File: config.mk
export PLATFORM = sky130hd
export DESIGN_NAME = aidan_mcnay_iter_divider
export DESIGN_NICKNAME = d
export VERILOG_FILES = /design/src/rtl/aidan_mcnay_iter_divider.sv
export SDC_FILE = /design/constraint.sdc
export NUM_CORES = 1
export LEC_CHECK = 0
export ABC_CLOCK_PERIOD_IN_PS = 2560
export BUFFER_PORTS_ARGS = -buffer_cell sky130_fd_sc_hd__buf_2
export CORE_ASPECT_RATIO = 1.4
export CORE_MARGIN = 1.5
export CORE_UTILIZATION = 45
export CTS_BUF_LIST = sky130_fd_sc_hd__clkbuf_4 sky130_fd_sc_hd__clkbuf_8 sky130_fd_sc_hd__clkbuf_16
export DETAILED_ROUTE_END_ITERATION = 16
export PLACE_DENSITY_LB_ADDON = 0.15
export SLEW_MARGIN = 5
export SYNTH_ARGS = -nofsm -noshare
export SYNTH_HDL_FRONTEND = slang
export SYNTH_SLANG_ARGS = --single-unit
export TNS_END_PERCENT = 30
File: constraint.sdc
create_clock -name clk -period 2.56 [get_ports clk]
set_input_delay 0 -clock clk [delete_from_list [all_inputs] [get_ports clk]]
set_output_delay 0 -clock clk [all_outputs]
set_load 0.02 [all_outputs]
File: src/rtl/aidan_mcnay_iter_divider.sv
// -----------------------------------------------------------------------------
// aidan_mcnay_iter_divider
//
// Iterative restoring unsigned divider. It accepts one {dividend, divisor}
// request on a val/rdy input stream and resolves one quotient bit per clock,
// nbits cycles in all. It then holds {quotient, remainder} on a val/rdy output
// stream until the consumer takes it. Division by zero is not special-cased.
// The restoring algorithm naturally returns quotient = all ones and
// remainder = dividend in that case.
//
// Ports:
//   clk                - clock, all state updates on the rising edge
//   reset              - asynchronous active-high reset
//   istream_val        - request valid
//   istream_rdy        - divider idle and able to accept a request
//   istream_dividend   - unsigned dividend  (nbits)
//   istream_divisor    - unsigned divisor   (nbits)
//   ostream_val        - result valid (held until consumed)
//   ostream_rdy        - consumer can take the result
//   ostream_quotient   - unsigned quotient  (nbits)
//   ostream_remainder  - unsigned remainder (nbits)
// -----------------------------------------------------------------------------
module aidan_mcnay_iter_divider #(
    parameter int nbits = 16
) (
    input  logic             clk,
    input  logic             reset,
    input  logic             istream_val,
    output logic             istream_rdy,
    input  logic [nbits-1:0] istream_dividend,
    input  logic [nbits-1:0] istream_divisor,
    output logic             ostream_val,
    input  logic             ostream_rdy,
    output logic [nbits-1:0] ostream_quotient,
    output logic [nbits-1:0] ostream_remainder
);

    localparam int CNT_W = $clog2(nbits);

    typedef enum logic [1:0] {
        IDLE = 2'd0,
        CALC = 2'd1,
        DONE = 2'd2
    } state_t;

    state_t             state;
    logic [nbits-1:0]   q;        // dividend shifts out the top, quotient bits shift in the bottom
    logic [nbits-1:0]   rem;      // partial remainder
    logic [nbits-1:0]   divisor;
    logic [CNT_W-1:0]   cnt;

    logic [nbits:0]     shifted;
    logic [nbits:0]     trial;

    // The restored partial remainder is always strictly less than the divisor,
    // so it fits in nbits bits. Only the trial subtraction needs the extra bit:
    // its MSB is the borrow that decides the quotient bit.
    always_comb begin
        shifted = {rem, q[nbits-1]};
        trial   = shifted - {1'b0, divisor};
    end

    always_ff @(posedge clk or posedge reset) begin
        if (reset) begin
            state   <= IDLE;
            q       <= '0;
            rem     <= '0;
            divisor <= '0;
            cnt     <= '0;
        end else begin
            case (state)
                IDLE: begin
                    if (istream_val && istream_rdy) begin
                        divisor <= istream_divisor;
                        q       <= istream_dividend;
                        rem     <= '0;
                        cnt     <= CNT_W'(nbits - 1);
                        state   <= CALC;
                    end
                end
                CALC: begin
                    if (!trial[nbits]) begin
                        rem <= trial[nbits-1:0];
                        q   <= {q[nbits-2:0], 1'b1};
                    end else begin
                        rem <= shifted[nbits-1:0];
                        q   <= {q[nbits-2:0], 1'b0};
                    end
                    cnt <= cnt - CNT_W'(1);
                    // The step taken with cnt == 0 is the last of nbits steps.
                    if (cnt == '0) begin
                        state <= DONE;
                    end
                end
                DONE: begin
                    if (ostream_rdy) begin
                        state <= IDLE;
                    end
                end
                default: state <= IDLE;
            endcase
        end
    end

    // Ready is gated by reset so that it drops immediately on an asynchronous
    // reset, including while the divider is already idle.
    assign istream_rdy       = (state == IDLE) && !reset;
    assign ostream_val       = (state == DONE);
    assign ostream_quotient  = q;
    assign ostream_remainder = rem;

endmodule

==> flow_summary_export.csv, run 1 <==
group,metric,value,unit
detailed_routing,drcViolationCount,0,
job,maxCapViolCount,0,
die,die_width,74.1,um
clocking,ctsHtreeMaxLevel,2,
yosys,ys_ff_latch,54,
sta,finalClockSkew,10.3,ps
clocking,numCtsBuffers,5,
detailed_routing,drt_iter0_markers,151,
yosys,syn_area_per_cell,8.79,um2
detailed_routing,wl_met2,4150,um
die,fp.dieH,103,um
detailed_routing,via_per_inst,5.19,
sta,fin_hold_ws,187,ps
critical_path,r2r_cells,12,
sta,fin_setup_tns,0,ps
yosys,ys_top_cells_by_area,"dfrtp_1 42%, ha_1 6.7%, nand2_1 4.6%, nor2_1 4.5%, o21ai_0 4.2%",
detailed_routing,dr.max_layer_used,"met4",
critical_path,cp_slowest_cell,"dfrtp_2",
yosys,synth_cell_types,47,
grt,grt_pass1_vias,2980,
outcome,status,"complete, no violations",
layout,layout-drive-gt1-share,24.4,%
yosys,synthTopCellsByCount,"54 x dfrtp_1, 39 x nand2_1, 38 x nor2_1",
sta,rsz0062_at_grt,"true",
critical_path,cp-endpoint,"ostream_remainder[0]",
clocking,cts_sinks,54,
hold_path,min_path_type,"input pin to register",
clocking,tritoncts,"built",
sta,setup_viol,0,
hold_path,hp-start,"istream_val",
critical_path,cp-start-kind,"register",
grt,antenna_found_initial,0,
die,die_area,7590,um2
detailed_routing,wl_per_cell,14.0,um
sta,hold_violations,0,
grt,grt_start_max_net_pins,49,
die,ios,70,
yosys,yosysMostFrequentCell,"dfrtp_1",
yosys,async_flop_share,100,%
critical_path,end_kind,"register",
detailed_routing,firstDrtPassIters,4,
clocking,clockBufferDepth,2,
sta,drv_slew,0,
detailed_routing,vias,2920,
detailed_routing,wl_met3,281,um
critical_path,crit_fanout,4,
yosys,yosys_warnings,0,
placement,placed_area,3640,um2
sta,maxSlewHeadroom,62.6,%
yosys,syn_inst,362,
clocking,cts_root_buf,"clkbuf_8",
placement,dp_cells,518,
die,initial_utilization,46.2,%
detailed_routing,wl_met1,3310,um
detailed_routing,drt_wl_total,7890,um
clocking,clock_latency,320,ps
yosys,syn_area,3180,um2
sta,tightestPinTransition,559,ps
critical_path,critPathMaxStageDelay,420,ps
layout,fin_cells,563,
critical_path,crit_start,"ostream_quotient[15]",
critical_path,worst_r2r_endpoint,"ostream_remainder[0]",
placement,gp_congestion,0.881,
grt,grtUsageTotal,22.8,%
critical_path,crit_required,2820,ps
sta,fmax,399,MHz
sta,period_share,97.9,%
grt,grt_overflow,0,
clocking,clk_pin_slew,100,ps
critical_path,crit_path_cell_trace,"inv_2 -> ha_4 -> inv_2 -> fa_2 -> a211oi_2 -> o211ai_1 -> a21oi_2 -> o21ai_2 -> xor2_2 -> buf_4 -> mux2_4 -> o21ai_2",
layout,n_antenna_cell,0,
critical_path,r2r-start,"ostream_quotient[15]",
die,core_area,6890,um2
yosys,netlist.area_leader.share,42.5,%
critical_path,critPathKind,"register to register",
placement,io_buffers,69,
yosys,ys_dominant_reg_cell,"dfrtp_1",
detailed_routing,ant_nets,0,
critical_path,arrival,2760,ps
critical_path,r2r_slack,50,ps
layout,nets,521,
yosys,syn-num-nets,416,
yosys,synth_edf_count,0,
die,std_cell_rows,36,
layout,areaGrowthSynthToFinish,30.4,%
yosys,seq_area_frac_synth,42.5,%
layout,final_area,4150,um2
placement,dpl.hpwl,5530,um
sta,fin_crit,2510,ps
grt,grt_pass1_wl,13500,um
yosys,synth_area_leader_cell,"dfrtp_1",
## cell type report
class,instances,area (um2)
fillers,618,2740
multi-input cells,264,1660
flip-flops and latches,54,1350
repair buffers,120,825
well taps,95,119
inverters,22,82.6
clock buffers,6,76.3
clock inverters,2,37.5
## worst min path at each step
stage | to | slack (ps) | cells past startpoint
floorplan | istream_rdy | 90 | 1
global placement | cnt[3] | 60 | 2
detailed placement | ostream_remainder[15] | 50 | 2
CTS | state[0] | 190 | 4
global route | state[0] | 240 | 4
finish | state[0] | 190 | 4
## sequential cells by signal, indices dropped and copies added (netlist names)
name               count
cnt                    4
divisor               16
ostream_quotient      16
ostream_remainder     16
state                  2
## layout by cell type, fill, tap and decap left out, types with 2 or more instances in the layout
master         count
buf_2             69
dfrtp_1           53
nand2_1           39
nor2_1            38
dlygate4sd3_1     34
o21ai_0           27
inv_1             19
a21oi_1           19
nand3_1           18
ha_1              16
o22ai_1           15
o21ai_1           14
buf_4             14
mux2i_1           12
xnor2_1            7
nand4_1            6
clkbuf_8           5
nand2b_1           4
nor3_1             4
o211ai_1           4
xor2_1             4
nor2b_1            3
inv_2              3
a21oi_2            3
buf_6              3
and2_1             2
o21ai_2            2
and3_1             2
a211o_1            2
nor4_1             2
## layer usage
layer / global-route usage, % / up-vias
met5: 0 / -
met2: 41.3 / 74
li1: - / 1468
met4: 8.12 / 0
met3: 4.30 / 12
met1: 26.1 / 1366
## what timing repair did
action	in CTS	in global routing
pin swaps	2	1
hold endpoints to repair	53	0
hold buffers	34	0
setup endpoints to repair	7	16
buffers inserted	0	3
resized for setup	2	6
## worst max-delay path: cells and delay by family (launching register included)
family	cells	cell delay [ps]
flip-flops	1	420
XOR/XNOR	1	260
AO/OA/AOI/OAI	5	710
adder cells (fa/ha/maj)	2	480
buffers and inverters	3	280
multiplexers	1	290
## cells by family (layout without fill, tap and decap cells)
| group | after synthesis | count (layout) | synth area share, % |
|---|---|---|---|
| mux | 13 | 13 | 4.25 |
| xor+xnor | 12 | 12 | 3.54 |
| buf+inv | 44 | 150 | 6.09 |
| simple gates | 119 | 119 | 16.5 |
| fa+ha+maj | 18 | 18 | 7.31 |
| flops | 54 | 54 | 42.5 |
| compound gates | 102 | 102 | 19.9 |
## metrics by stage
step / utilization, % / worst slack (ps)
after global placement: 52.9 / 79.9
after CTS: 59.6 / 5.02
final: 60.2 / 52.5
after global routing: 60.2 / -131
after floorplan: - / 31.3
after detailed placement: 52.9 / 6.10
Power of run 1 is left out: the tool's default activity adds up to more than one toggle a clock period on the data nets, which glitch-free logic cannot reach.
==> run 2: changes to the inputs <==
Settings changed: GPL_TIMING_DRIVEN from default to 0, RECOVER_POWER from default to 100.
==> flow_summary_export.csv, run 2 (same netlist as run 1, synthesis figures left out) <==
group,metric,value,unit
die,fp.dieH,103,um
sta,finalClockSkew,11.5,ps
detailed_routing,firstDrtPassIters,4,
layout,layout-drive-gt1-share,16.6,%
die,die_area,7590,um2
layout,layout_common_cells,"53 x dfrtp_1, 47 x clkbuf_1, 41 x buf_2",
grt,grt_start_max_net_pins,29,
detailed_routing,drt_wl_total,8620,um
placement,gp_congestion,0.939,
detailed_routing,vias,3050,
die,core_area,6890,um2
critical_path,crit_path_cell_trace,"inv_2 -> ha_4 -> inv_2 -> fa_2 -> a211oi_4 -> o211ai_1 -> a21oi_2 -> o21ai_2 -> xor2_2 -> buf_6 -> buf_8 -> mux2_4 -> o21ai_2",
critical_path,critPathMaxStageDelay,420,ps
layout,n_antenna_cell,0,
layout,areaGrowthSynthToFinish,30.4,%
layout,fill_cells,622,
layout,final_common_cell,"dfrtp_1",
outcome,status,"complete, but fails checks",
clocking,clockBufferDepth,2,
die,ios,70,
grt,grt_pass1_wl,14400,um
clocking,ctsHtreeMaxLevel,2,
sta,drv_slew,0,
sta,worst_slack,-148,ps
critical_path,arrival,2960,ps
sta,rsz0062_at_grt,"true",
placement,io_buffers,69,
clocking,cts_root_buf,"clkbuf_8",
hold_path,min_path_type,"input pin to register",
sta,period_share,106,%
clocking,clock_latency,320,ps
sta,tightestPinTransition,1040,ps
layout,fin_cells,576,
grt,grtUsageTotal,24.6,%
grt,grt_overflow,0,
detailed_routing,drt_iter0_markers,148,
sta,hold_violations,0,
critical_path,crit_fanout,5,
layout,nets,534,
grt,grt_pass1_vias,3146,
critical_path,end_kind,"register",
detailed_routing,via_per_inst,5.30,
detailed_routing,wl_per_cell,15.0,um
critical_path,crit_required,2820,ps
sta,fin_crit,2710,ps
placement,dpl.hpwl,6030,um
sta,fin_setup_tns,-1310,ps
clocking,cts_sinks,54,
critical_path,critPathKind,"register to register",
clocking,numCtsBuffers,5,
critical_path,cp-start-kind,"register",
grt,antenna_found_initial,0,
job,maxCapViolCount,0,
sta,fmax,369,MHz
clocking,tritoncts,"built",
detailed_routing,ant_nets,0,
sta,setup_viol,16,
sta,fin_hold_ws,108,ps
clocking,clk_pin_slew,100,ps
outcome,violations,"negative setup slack",
die,initial_utilization,46.2,%
sta,maxSlewHeadroom,30.8,%
die,std_cell_rows,36,
placement,dp_cells,527,
critical_path,cp_slowest_cell,"dfrtp_2",
detailed_routing,drcViolationCount,0,
die,die_width,74.1,um
## run 2: cell count changes in the layout (fill, tap and decap cells not counted), moves of 2 or more
cell / before / now
buf_4: 14 / 6
buf_2: 69 / 41
clkinv_2: 0 / 2
clkbuf_1: 0 / 47
## run 2: cell type report
class / instances / area, um2 / share of cell area (%)
plain buffers: 22 / 115 / 2.77
inverters: 22 / 82.6 / 1.99
repair buffers: 111 / 706 / 17.0
flip-flops and latches: 54 / 1350 / 32.6
clock buffers: 5 / 68.8 / 1.66
clock inverters: 3 / 40.0 / 0.964
well taps: 95 / 119 / 2.86
multi-input cells: 264 / 1670 / 40.2
## run 2: repair_timing
| action | 4_1_cts | 5_1_grt |
|---|---|---|
| endpoints found under the setup margin | 16 | 17 |
| pin swaps | 7 | 1 |
| hold buffers | 34 | 0 |
| setup buffers | 6 | 0 |
| hold endpoints to repair | 59 | 0 |
| gates resized for setup | 8 | 2 |
| gates cloned | 1 | 0 |
## run 2: per-layer routing
metal  vias up  part of all wire, %  wire (um)  GRT usage, %
met5         -                    0          0             0
li1       1500                    -          -             -
met2        79                   53       4600          45.6
met4         0                  2.4        209          9.69
met3        17                  3.5        305          3.71
met1      1454                   41       3510          27.6
## run 2: critical path: cells and delay by family (launching register included)
family | cells | cell delay (ps)
muxes | 1 | 290
DFF | 1 | 420
adders and majority gates | 2 | 510
AOI/OAI and AO/OA | 5 | 850
xor gates and xnor gates | 1 | 180
buffers and inverters | 4 | 380
## run 2: final timing paths
path	start	end	slack, ps	cells past startpoint
max	ostream_quotient[15]	ostream_remainder[0]	-150	13
min	istream_val	ostream_quotient[15]	110	4
max reg2reg	ostream_quotient[15]	ostream_remainder[0]	-150	13
min reg2reg	cnt[3]	cnt[3]	480	1
max in group asynchronous	reset	ostream_quotient[15]	790	4
min in group asynchronous	reset	divisor[15]	460	3
## run 2: per-stage QoR
stage | setup slack, ps | cell area [um2] | util, %
3_5_place_dp | -199 | 3670 | 53.3
5_1_grt | -261 | 4150 | 60.2
3_3_place_gp | -172 | 3650 | 53.0
6_report | -148 | 4150 | 60.2
4_1_cts | -149 | 4200 | 60.9
2_1_floorplan | 31.3 | 3190 | -
Power of run 2 is left out for the same reason.
